File: src/rtl/adc_pkg.sv
// Shared types and helpers for the ADC0809 scan controller.
package adc_pkg;

  localparam int CH_MAX = 32;

  typedef enum logic [3:0] {
    ST_IDLE    = 4'd0,
    ST_SEL     = 4'd1,
    ST_ALE     = 4'd2,
    ST_START_P = 4'd3,
    ST_START_N = 4'd4,
    ST_WAIT_L  = 4'd5,
    ST_WAIT_H  = 4'd6,
    ST_OE      = 4'd7,
    ST_CAPT    = 4'd8
  } state_t;

  // Lowest enabled channel at or after 'from', wrapping modulo n.
  function automatic int unsigned next_chan(input logic [CH_MAX-1:0] mask,
                                            input int unsigned from,
                                            input int unsigned n);
    int unsigned idx;
    logic        found;
    found     = 1'b0;
    next_chan = from;
    for (int unsigned i = 0; i < CH_MAX; i++) begin
      idx = from + i;
      if (idx >= n) idx = idx - n;
      if (!found && (i < n) && mask[idx[$clog2(CH_MAX)-1:0]]) begin
        found     = 1'b1;
        next_chan = idx;
      end
    end
  endfunction

endpackage

File: src/rtl/adc_clk_div.sv
// ADC clock divider: 50% duty clock plus a one-cycle tick on each rising edge.
module adc_clk_div #(
  parameter int CLK_DIV = 128
) (
  input  logic clk,
  input  logic rst,
  input  logic run,
  output logic adc_clk_o,
  output logic tick
);

  localparam int            CW   = $clog2(CLK_DIV);
  localparam logic [CW-1:0] LAST = CW'(CLK_DIV - 1);
  localparam logic [CW-1:0] HALF = CW'(CLK_DIV / 2);

  logic [CW-1:0] cnt_q;
  logic [CW-1:0] cnt_d;

  assign cnt_d = (cnt_q == LAST) ? '0 : cnt_q + 1'b1;

  // Outputs are registered from the next count so they line up with cnt_q.
  always_ff @(posedge clk) begin
    if (rst || !run) begin
      cnt_q     <= '0;
      adc_clk_o <= 1'b0;
      tick      <= 1'b0;
    end else begin
      cnt_q     <= cnt_d;
      adc_clk_o <= (cnt_d < HALF);
      tick      <= (cnt_d == '0);
    end
  end

endmodule

File: src/rtl/adc_scan_ctrl.sv
// Round-robin scan controller for ADC0809-class converters (ALE/START/EOC/OE).
module adc_scan_ctrl
  import adc_pkg::*;
#(
  parameter int DATA_W  = 8,
  parameter int CH_NUM  = 8,
  parameter int CH_W    = 3,
  parameter int CLK_DIV = 128,
  parameter int EOC_TMO = 1023,
  parameter int OE_HOLD = 60
) (
  input  logic              clk,
  input  logic              rst,
  input  logic              adc_en,
  input  logic              one_shot,
  input  logic [CH_NUM-1:0] ch_mask,
  output logic              adc_clk_o,
  output logic [CH_W-1:0]   addr,
  output logic              ale,
  output logic              start,
  input  logic              eoc,
  output logic              oe,
  input  logic [DATA_W-1:0] data_in,
  output logic [DATA_W-1:0] data,
  output logic [CH_W-1:0]   data_ch,
  output logic              data_en,
  output logic              timeout_err,
  output logic              busy
);

  localparam int            TW       = $clog2(EOC_TMO + 1);
  localparam int            OW       = $clog2(OE_HOLD + 1);
  localparam logic [TW-1:0] TMO_LAST = TW'(EOC_TMO - 1);
  localparam logic [OW-1:0] OE_LAST  = OW'(OE_HOLD - 1);
  localparam logic [CH_W-1:0] CH_LAST = CH_W'(CH_NUM - 1);

  state_t            state_q, state_d;
  logic              tick;
  logic              eoc_p0, eoc_p1;
  logic              adc_en_q;
  logic              pass_done_q;
  logic              terr_q;
  logic [CH_W-1:0]   cur_q, nxt_q;
  logic [TW-1:0]     tmo_cnt_q;
  logic [OW-1:0]     oe_cnt_q;
  logic [DATA_W-1:0] data_q;
  logic [CH_W-1:0]   data_ch_q;

  logic              adc_en_rise;
  logic [CH_W-1:0]   nxt_eff;
  logic              done_eff;
  logic [CH_NUM-1:0] above_cur;
  logic              last_ch;
  logic [CH_W-1:0]   cur_inc;
  logic              sel_go, tmo_hit, capture, chan_end;

  adc_clk_div #(.CLK_DIV(CLK_DIV)) u_div (
    .clk       (clk),
    .rst       (rst),
    .run       (adc_en | busy),
    .adc_clk_o (adc_clk_o),
    .tick      (tick)
  );

  // A fresh adc_en edge restarts the one-shot pass from channel 0 in the same cycle.
  assign adc_en_rise = adc_en & ~adc_en_q;
  assign nxt_eff     = adc_en_rise ? '0 : nxt_q;
  assign done_eff    = adc_en_rise ? 1'b0 : pass_done_q;
  assign above_cur   = ch_mask >> cur_q;
  assign last_ch     = (above_cur[CH_NUM-1:1] == '0);
  assign cur_inc     = (cur_q == CH_LAST) ? '0 : cur_q + 1'b1;
  assign chan_end    = (state_q == ST_CAPT) | tmo_hit;

  always_comb begin
    state_d = state_q;
    sel_go  = 1'b0;
    tmo_hit = 1'b0;
    capture = 1'b0;
    case (state_q)
      ST_IDLE: begin
        if (tick && adc_en && (ch_mask != '0) && !(one_shot && done_eff)) begin
          sel_go  = 1'b1;
          state_d = ST_SEL;
        end
      end
      ST_SEL:     if (tick) state_d = ST_ALE;
      ST_ALE:     if (tick) state_d = ST_START_P;
      ST_START_P: if (tick) state_d = ST_START_N;
      ST_START_N: if (tick) state_d = ST_WAIT_L;
      ST_WAIT_L: begin
        if (tick) begin
          if (!eoc_p1) begin
            state_d = ST_WAIT_H;
          end else if (tmo_cnt_q == TMO_LAST) begin
            tmo_hit = 1'b1;
            state_d = ST_IDLE;
          end
        end
      end
      ST_WAIT_H: begin
        if (tick) begin
          if (eoc_p1) begin
            state_d = ST_OE;
          end else if (tmo_cnt_q == TMO_LAST) begin
            tmo_hit = 1'b1;
            state_d = ST_IDLE;
          end
        end
      end
      ST_OE: begin
        if (oe_cnt_q == OE_LAST) begin
          capture = 1'b1;
          state_d = ST_CAPT;
        end
      end
      ST_CAPT: state_d = ST_IDLE;
      default: state_d = ST_IDLE;
    endcase
  end

  always_ff @(posedge clk) begin
    if (rst) begin
      state_q     <= ST_IDLE;
      eoc_p0      <= 1'b0;
      eoc_p1      <= 1'b0;
      adc_en_q    <= 1'b0;
      pass_done_q <= 1'b0;
      terr_q      <= 1'b0;
      cur_q       <= '0;
      nxt_q       <= '0;
      tmo_cnt_q   <= '0;
      oe_cnt_q    <= '0;
      data_q      <= '0;
      data_ch_q   <= '0;
    end else begin
      state_q  <= state_d;
      eoc_p0   <= eoc;
      eoc_p1   <= eoc_p0;
      adc_en_q <= adc_en;
      terr_q   <= tmo_hit;

      if (sel_go) cur_q <= CH_W'(next_chan(CH_MAX'(ch_mask), 32'(nxt_eff), CH_NUM));

      if (state_d != state_q)
        tmo_cnt_q <= '0;
      else if (tick && ((state_q == ST_WAIT_L) || (state_q == ST_WAIT_H)))
        tmo_cnt_q <= tmo_cnt_q + 1'b1;

      if (state_q == ST_OE) oe_cnt_q <= oe_cnt_q + 1'b1;
      else                  oe_cnt_q <= '0;

      if (capture) begin
        data_q    <= data_in;
        data_ch_q <= cur_q;
      end

      // Finishing a channel (delivered or timed out) advances the scan pointer.
      if (chan_end) begin
        nxt_q <= cur_inc;
        if (one_shot && last_ch) pass_done_q <= 1'b1;
      end

      if (adc_en_rise) begin
        nxt_q       <= '0;
        pass_done_q <= 1'b0;
      end
    end
  end

  assign addr        = cur_q;
  assign ale         = (state_q == ST_ALE);
  assign start       = (state_q == ST_START_P);
  assign oe          = (state_q == ST_OE);
  assign data_en     = (state_q == ST_CAPT);
  assign busy        = (state_q != ST_IDLE);
  assign timeout_err = terr_q;
  assign data        = data_q;
  assign data_ch     = data_ch_q;

endmodule

File: config.mk
export PLATFORM = sky130hd
export DESIGN_NAME = adc_scan_ctrl
export DESIGN_NICKNAME = d
export VERILOG_FILES = /design/src/rtl/adc_pkg.sv /design/src/rtl/adc_clk_div.sv /design/src/rtl/adc_scan_ctrl.sv
export SDC_FILE = /design/constraint.sdc
export NUM_CORES = 1
export LEC_CHECK = 0
export ABC_AREA = 1
export CELL_PAD_IN_SITES_DETAIL_PLACEMENT = 0
export CELL_PAD_IN_SITES_GLOBAL_PLACEMENT = 1
export CORE_ASPECT_RATIO = 0.5
export CORE_UTILIZATION = 40
export DETAILED_ROUTE_END_ITERATION = 10
export PLACE_DENSITY = 0.81
export SLEW_MARGIN = 0
export SYNTH_ARGS = -nofsm -noshare
export SYNTH_HDL_FRONTEND = slang
export SYNTH_SLANG_ARGS = --single-unit
File: constraint.sdc
create_clock -name clk -period 3.7 [get_ports clk]
set_input_delay 0.74 -clock clk [delete_from_list [all_inputs] [get_ports clk]]
set_output_delay 0.74 -clock clk [all_outputs]
set_load 0.05 [all_outputs]
After elaboration in Yosys (flattened, before gate mapping) --
Index checks and enable logic that the tools add are counted.
Storage, ports and cells: register bits 51, input bits 21, logic and storage cells 198, output and inout port bits 21
Operators by class: $lt $le $gt $ge 17, eq/ne operators 13, mux-type cells 95, bitwise gates (word level) 5, $add $sub $neg 19, shifts and indexed selects 1, reductions and logical operators 33
Operator list (count):
- 2-to-1 mux 5 bit | 24
- less-than comparator 5 x 6 -> 1 bit (second input constant) | 8
- 2-to-1 mux 4 bit | 11
- binary-select mux 1 bit (select 5 bit) | 8
- 2-to-1 mux 1 bit | 39
- subtractor 4 x 4 -> 5 bit (second input constant) | 7
- one-hot mux 4 bit (8 select lines) | 1
- 2-to-1 mux 3 bit | 10
- >= comparator 4 bit (second input constant) | 7
- adder 3 x 3 -> 4 bit (second input constant) | 4
- equality test 4 x 3 -> 1 bit (second input constant) | 4
- logical NOT 7 bit | 2
- logical AND 1 bit | 13
- adder 10 x 1 -> 10 bit (second input constant) | 1
- equality test 10 bit (second input constant) | 1
- logical NOT 1 bit | 9
- adder 3 x 2 -> 4 bit (second input constant) | 2
- equality test 4 x 2 -> 1 bit (second input constant) | 2
- nonzero test 8 bit | 1
- right shift 8 x 3 -> 8 bit | 1
- adder 7 x 1 -> 7 bit (second input constant) | 1
- equality test 7 bit (second input constant) | 1
- less-than comparator 7 bit (second input constant) | 1
- 2-to-1 mux 7 bit | 1
- other kinds (19) | 24

Logic depth before layout (Yosys ltp) --
depth after elaboration 48, gate-level depth with buffers 24, depth with buffers taken out 23

Hierarchy --
From an unflattened synthesis, not the netlist that was laid out.
Unflattened totals: cells, all modules 487, area, all modules 3221.8 um^2
Modules (own cells, without submodules):
- adc_scan_ctrl | seq. area each 840.8 um^2, cells each 428, area an instance 2797.7 um^2, times used 1
- adc_clk_div | seq. area each 180.2 um^2, cells each 59, area an instance 424.2 um^2, times used 1

Worst setup path before layout --
Ideal clock, no wire load.
path type in2reg, from input port adc_en, to register cur_q[0], in the netlist addr[0], data required time 3.591 ns, setup time 0.109 ns, arrival time 2.611 ns, setup slack 0.979 ns, stages 20, path buffers 1, cell sequence nand2_4 -> nand2_4 -> buf_8 -> ha_1 -> inv_1 -> nand3_1 -> nand3_1 -> nand2_2 -> clkinv_2 -> nand2_2 -> nor2_4 -> nand2_4 -> nor2_8 -> nand3_4 -> nor2_4 -> o21bai_1 -> nand3_1 -> o21ai_1 -> nand2_1 -> inv_1
Between the ends: longest elaborated chain between the ends 44, elaborated cells between the ends (all ways) 116, those cells by class add/sub: 15; order compare: 8; mux: 73; bitwise: 1; reduce/logical: 19
RTL lines:
- from (decl) | line adc_scan_ctrl.sv:14 | input logic adc_en,
- AND 1 bit | line adc_scan_ctrl.sv:66 | assign adc_en_rise = adc_en & ~adc_en_q;
- 2-to-1 mux 3 bit | line adc_scan_ctrl.sv:67 | assign nxt_eff = adc_en_rise ? '0 : nxt_q;
- subtractor 3 x 4 -> 5 bit / >= comparator 3 x 4 -> 1 bit (equally long branches) | line adc_pkg.sv:28 | if (idx >= n) idx = idx - n;
- 2-to-1 mux 5 bit | line adc_pkg.sv:28
- 2-to-1 mux 5 bit | line adc_scan_ctrl.sv:142 | if (sel_go) cur_q <= CH_W'(next_chan(CH_MAX'(ch_mask), 32'(nxt_eff), CH_NUM));
- 2-to-1 mux 5 bit | line adc_scan_ctrl.sv:122 | if (rst) begin
- binary-select mux 1 bit (select 5 bit) | line adc_pkg.sv:29 | if (!found && (i < n) && mask[idx[$clog2(CH_MAX)-1:0]]) begin
- 2-to-1 mux 1 bit (not written as such) | line adc_pkg.sv:29
- [28 not listed]
- logical NOT 1 bit | line adc_pkg.sv:29
- logical AND 1 bit | line adc_pkg.sv:29
- 2-to-1 mux 1 bit | line adc_pkg.sv:29
- 2-to-1 mux 1 bit | line adc_scan_ctrl.sv:142
- 2-to-1 mux 1 bit | line adc_scan_ctrl.sv:122
- logical NOT 1 bit | line adc_pkg.sv:29
- logical AND 1 bit | line adc_pkg.sv:29
- 2-to-1 mux 3 bit | line adc_pkg.sv:29
- to (signal assigned) | line adc_scan_ctrl.sv:142
- to (decl) | line adc_scan_ctrl.sv:43 | logic [CH_W-1:0] cur_q, nxt_q;
Several ways; a longest one is shown, not always the timed one. The select of a mux whose other input is x is not followed. A chain may end at the register's enable or synchronous reset.

Worst setup path in the final report --
Same ends and word-level chain as after synthesis.

==> impl_metrics.toml <==
[logic_synthesis]
yosys_warnings = 0
syn-num-nets = 519
synth-async-reset-ratio = 0
seq_area_frac_synth = 0.3216
synthTopCellsByCount = "111 x nand2_1, 87 x inv_1, 57 x nor2_1"
synth_edf_count = 0
ys.flop_type = "dfxtp_1"
ys_types = 44
syn_area_um2 = 3174
syn_avg_cell_area_um2 = 6.491
synth_cells = 489
yosys.area.top_type = "dfxtp_1"
ys_seq_elements = 51
synth_top_area_frac = 0.3216
yosys-top-cells-area = "dfxtp_1 32%, nand2_1 13%, inv_1 10%, nand3_1 6.8%, nor2_1 6.7%"
synthMostInstantiatedCell = "nand2_1"

[clock_tree]
clock-sinks = 51
cts_max_path_buffers = 2
ctsHtreeMaxLevel = 2
cts_tree = "built"
clkTransAtPathRegs_ns = 0.07
cts_buffers = 5
insertion_delay_ns = 0.29
post_cts_buffers = 0
holdBufCountCts = 0
post_cts_resize_count = 0
root_buffer = "clkbuf_16"

[timing]
tightest_slew_ns = 0.7076
fin_crit_sh = 0.8815
slew_headroom = 0.5251
fin_crit_ns = 3.261
setup-violations-final = 0
finalClockSkew_ns = 0.007488
maxSlewViolCount = 0
rsz0062_at_grt = "false"
finalHoldViolCount = 0
max_freq_mhz = 306.6
fin_tns_setup_ns = 0

[place]
place.gp.congestion = 0.8456
post_dp_cell_area_um2 = 3691
post-dp-hpwl_um = 5791
numPortBuffers = 41

[critical_path]
cp.arrival_ns = 3.45
slowest_delay_ns = 0.49
cp_max_fo = 17
cp-end-kind = "flop"
cp_num_cells = 20
crit_required_ns = 3.89
critPathBufInv = 4
criticalPathCategory = "input pin to flop"
worstSetupStartpoint = "adc_en"
rrSetupSlack_ns = 0.96
critPathSlowestCell = "clkdlybuf4s50_1"
cp_cell_sequence = "clkdlybuf4s50_1 -> nand2_4 -> nand2_4 -> ha_1 -> inv_1 -> nand3_1 -> nand3_1 -> nand2_2 -> clkinv_2 -> nand2_2 -> nor2_4 -> nand2_4 -> nor2_8 -> nand2_1 -> nand3_1 -> o21bai_1 -> nand3_1 -> o21ai_1 -> nand2_1 -> inv_1"
endpoint = "addr[0]"
cp-start-kind = "input pin"
worst_r2r_startpoint = "nxt_q[0]"
reg2reg_depth = 18
crit_top_cell = "nand3_1"
cpLargestDelayFamily = "simple AND/OR/NAND/NOR gates"
r2r_end = "addr[0]"

[cells_and_area]
nFillCells = 781
drive_gt1_frac = 0.07491
diodes = 0
fin_util = 0.5140
synthToLayoutAreaGrowth_pct = 21.68
design_area_um2 = 3862
nets = 563

[global_routing]
antenna_found_initial = 0
grt_pass1_vias = 2761
grt_max_degree = 18
grt_usage = 0.1889
grt_pass1_wl_um = 12450
overflow = 0

[floorplanning]
die_w_um = 128.0
dieHeight_um = 64.99
num_io_pins = 42
core.rowCount = 22
core_um2 = 7515
start_util = 0.4224
dieArea_um2 = 8317

[drt]
drt_wl_total_um = 7376
wl_met3_um = 339
top_layer = "met4"
wl_met1_um = 3682
wl_met2_um = 3259
drt_iter0_markers = 178
ant_nets = 0
vias = 3031
wl_per_cell_um = 11.49
drc = 0
dr.pass1.iters = 5
viasPerCell = 4.721

[power]
power.leakage_nw = 1.656
power_density_nw_per_um2 = 303.6
peakVddDrop_mv = 0.1978

[run]
maxCapViolations = 0

[run_status]
status = "complete, no violations"

[hold_path]
hold_path_class = "flop to flop"
==> worst min path at each step <==
stage | from | end | cells past startpoint | slack (ns)
floorplan | eoc_p0 | eoc_p1 | 2 | 0.39
global placement | eoc_p0 | eoc_p1 | 2 | 0.40
detailed placement | eoc_p0 | eoc_p1 | 2 | 0.40
CTS | eoc_p0 | eoc_p1 | 2 | 0.41
global route | eoc_p0 | eoc_p1 | 2 | 0.44
finish | eoc_p0 | eoc_p1 | 2 | 0.41
==> report_power, final <==
group | total, mW | switching [mW] | leakage [nW] | internal, mW
clock network | 0.527 | 0.206 | 0.0804 | 0.321
logic | 0.0920 | 0.0533 | 1.16 | 0.0387
registers | 0.553 | 0.00130 | 0.412 | 0.552
total | 1.17 | 0.261 | 1.66 | 0.912
==> sequential cells by signal, summed over array words and instances (netlist names), 3 cells and up <==
| signal | count |
|---|---|
| tmo_cnt_q | 10 |
| addr | 3 |
| state_q | 4 |
| data | 8 |
| data_ch | 3 |
| oe_cnt_q | 6 |
| nxt_q | 3 |
| u_div.cnt_q | 7 |
==> worst register-to-register path, stage by stage, from the launching register on <==
cell and delay, ns:
dfxtp_1 0.62, nand2_4 0.19, ha_1 0.40, inv_1 0.10
nand3_1 0.09, nand3_1 0.11, nand2_2 0.09, clkinv_2 0.07
nand2_2 0.06, nor2_4 0.13, nand2_4 0.09, nor2_8 0.14
nand2_1 0.11, nand3_1 0.14, o21bai_1 0.09, nand3_1 0.07
o21ai_1 0.06, nand2_1 0.05, inv_1 0.03
==> metal layers <==
metal	GRT usage	up-vias
met3	0.03716	8
met5	0	-
met4	0.05441	0
met1	0.2416	1313
met2	0.3240	57
li1	-	1653
==> area by class of cell <==
type	instances	area, um2	area share
Clock buffer	5	125.1	0.03239
Clock inverter	3	46.29	0.01199
Inverter	94	354.1	0.09167
Multi-Input combinational cell	338	1755	0.4545
Sequential cell	51	1021	0.2643
Tap cell	108	135.1	0.03499
Timing Repair Buffer	43	425.4	0.1101
==> per-stage QoR <==
| step | power (mW) | setup WS, ns | hold WS (ns) | instances |
|---|---|---|---|---|
| 2_1_floorplan | 0.6187 | 0.9794 | 0.3883 | 489 |
| 3_3_place_gp | 0.6584 | 0.2645 | 0.3973 | 634 |
| 3_5_place_dp | 0.6575 | 0.2012 | 0.4024 | 634 |
| 4_1_cts | 1.191 | 0.5001 | 0.4136 | 642 |
| 5_1_grt | 1.230 | 0.1858 | 0.4359 | 642 |
| 6_report | 1.172 | 0.4386 | 0.4101 | 642 |
==> kinds of logic after synthesis <==
logic type               share of synthesized area
buffers and inverters                       0.1253
adder cells (fa/ha/maj)                    0.03548
XOR/XNOR                                   0.01380
AND/OR/NAND/NOR                             0.3831
AO/OA/AOI/OAI                               0.1206
flip-flops                                  0.3216
==> cell usage in the layout, fill, tap and decap left out, types with 9 or more instances in the layout <==
master / count
a21oi_1: 18
clkdlybuf4s50_1: 41
dfxtp_1: 51
ha_1: 9
inv_1: 87
nand2_1: 111
nand3_1: 43
nand4_1: 10
nor2_1: 57
nor3_1: 13
o21ai_0: 19
(Power assumes the default switching activity.)
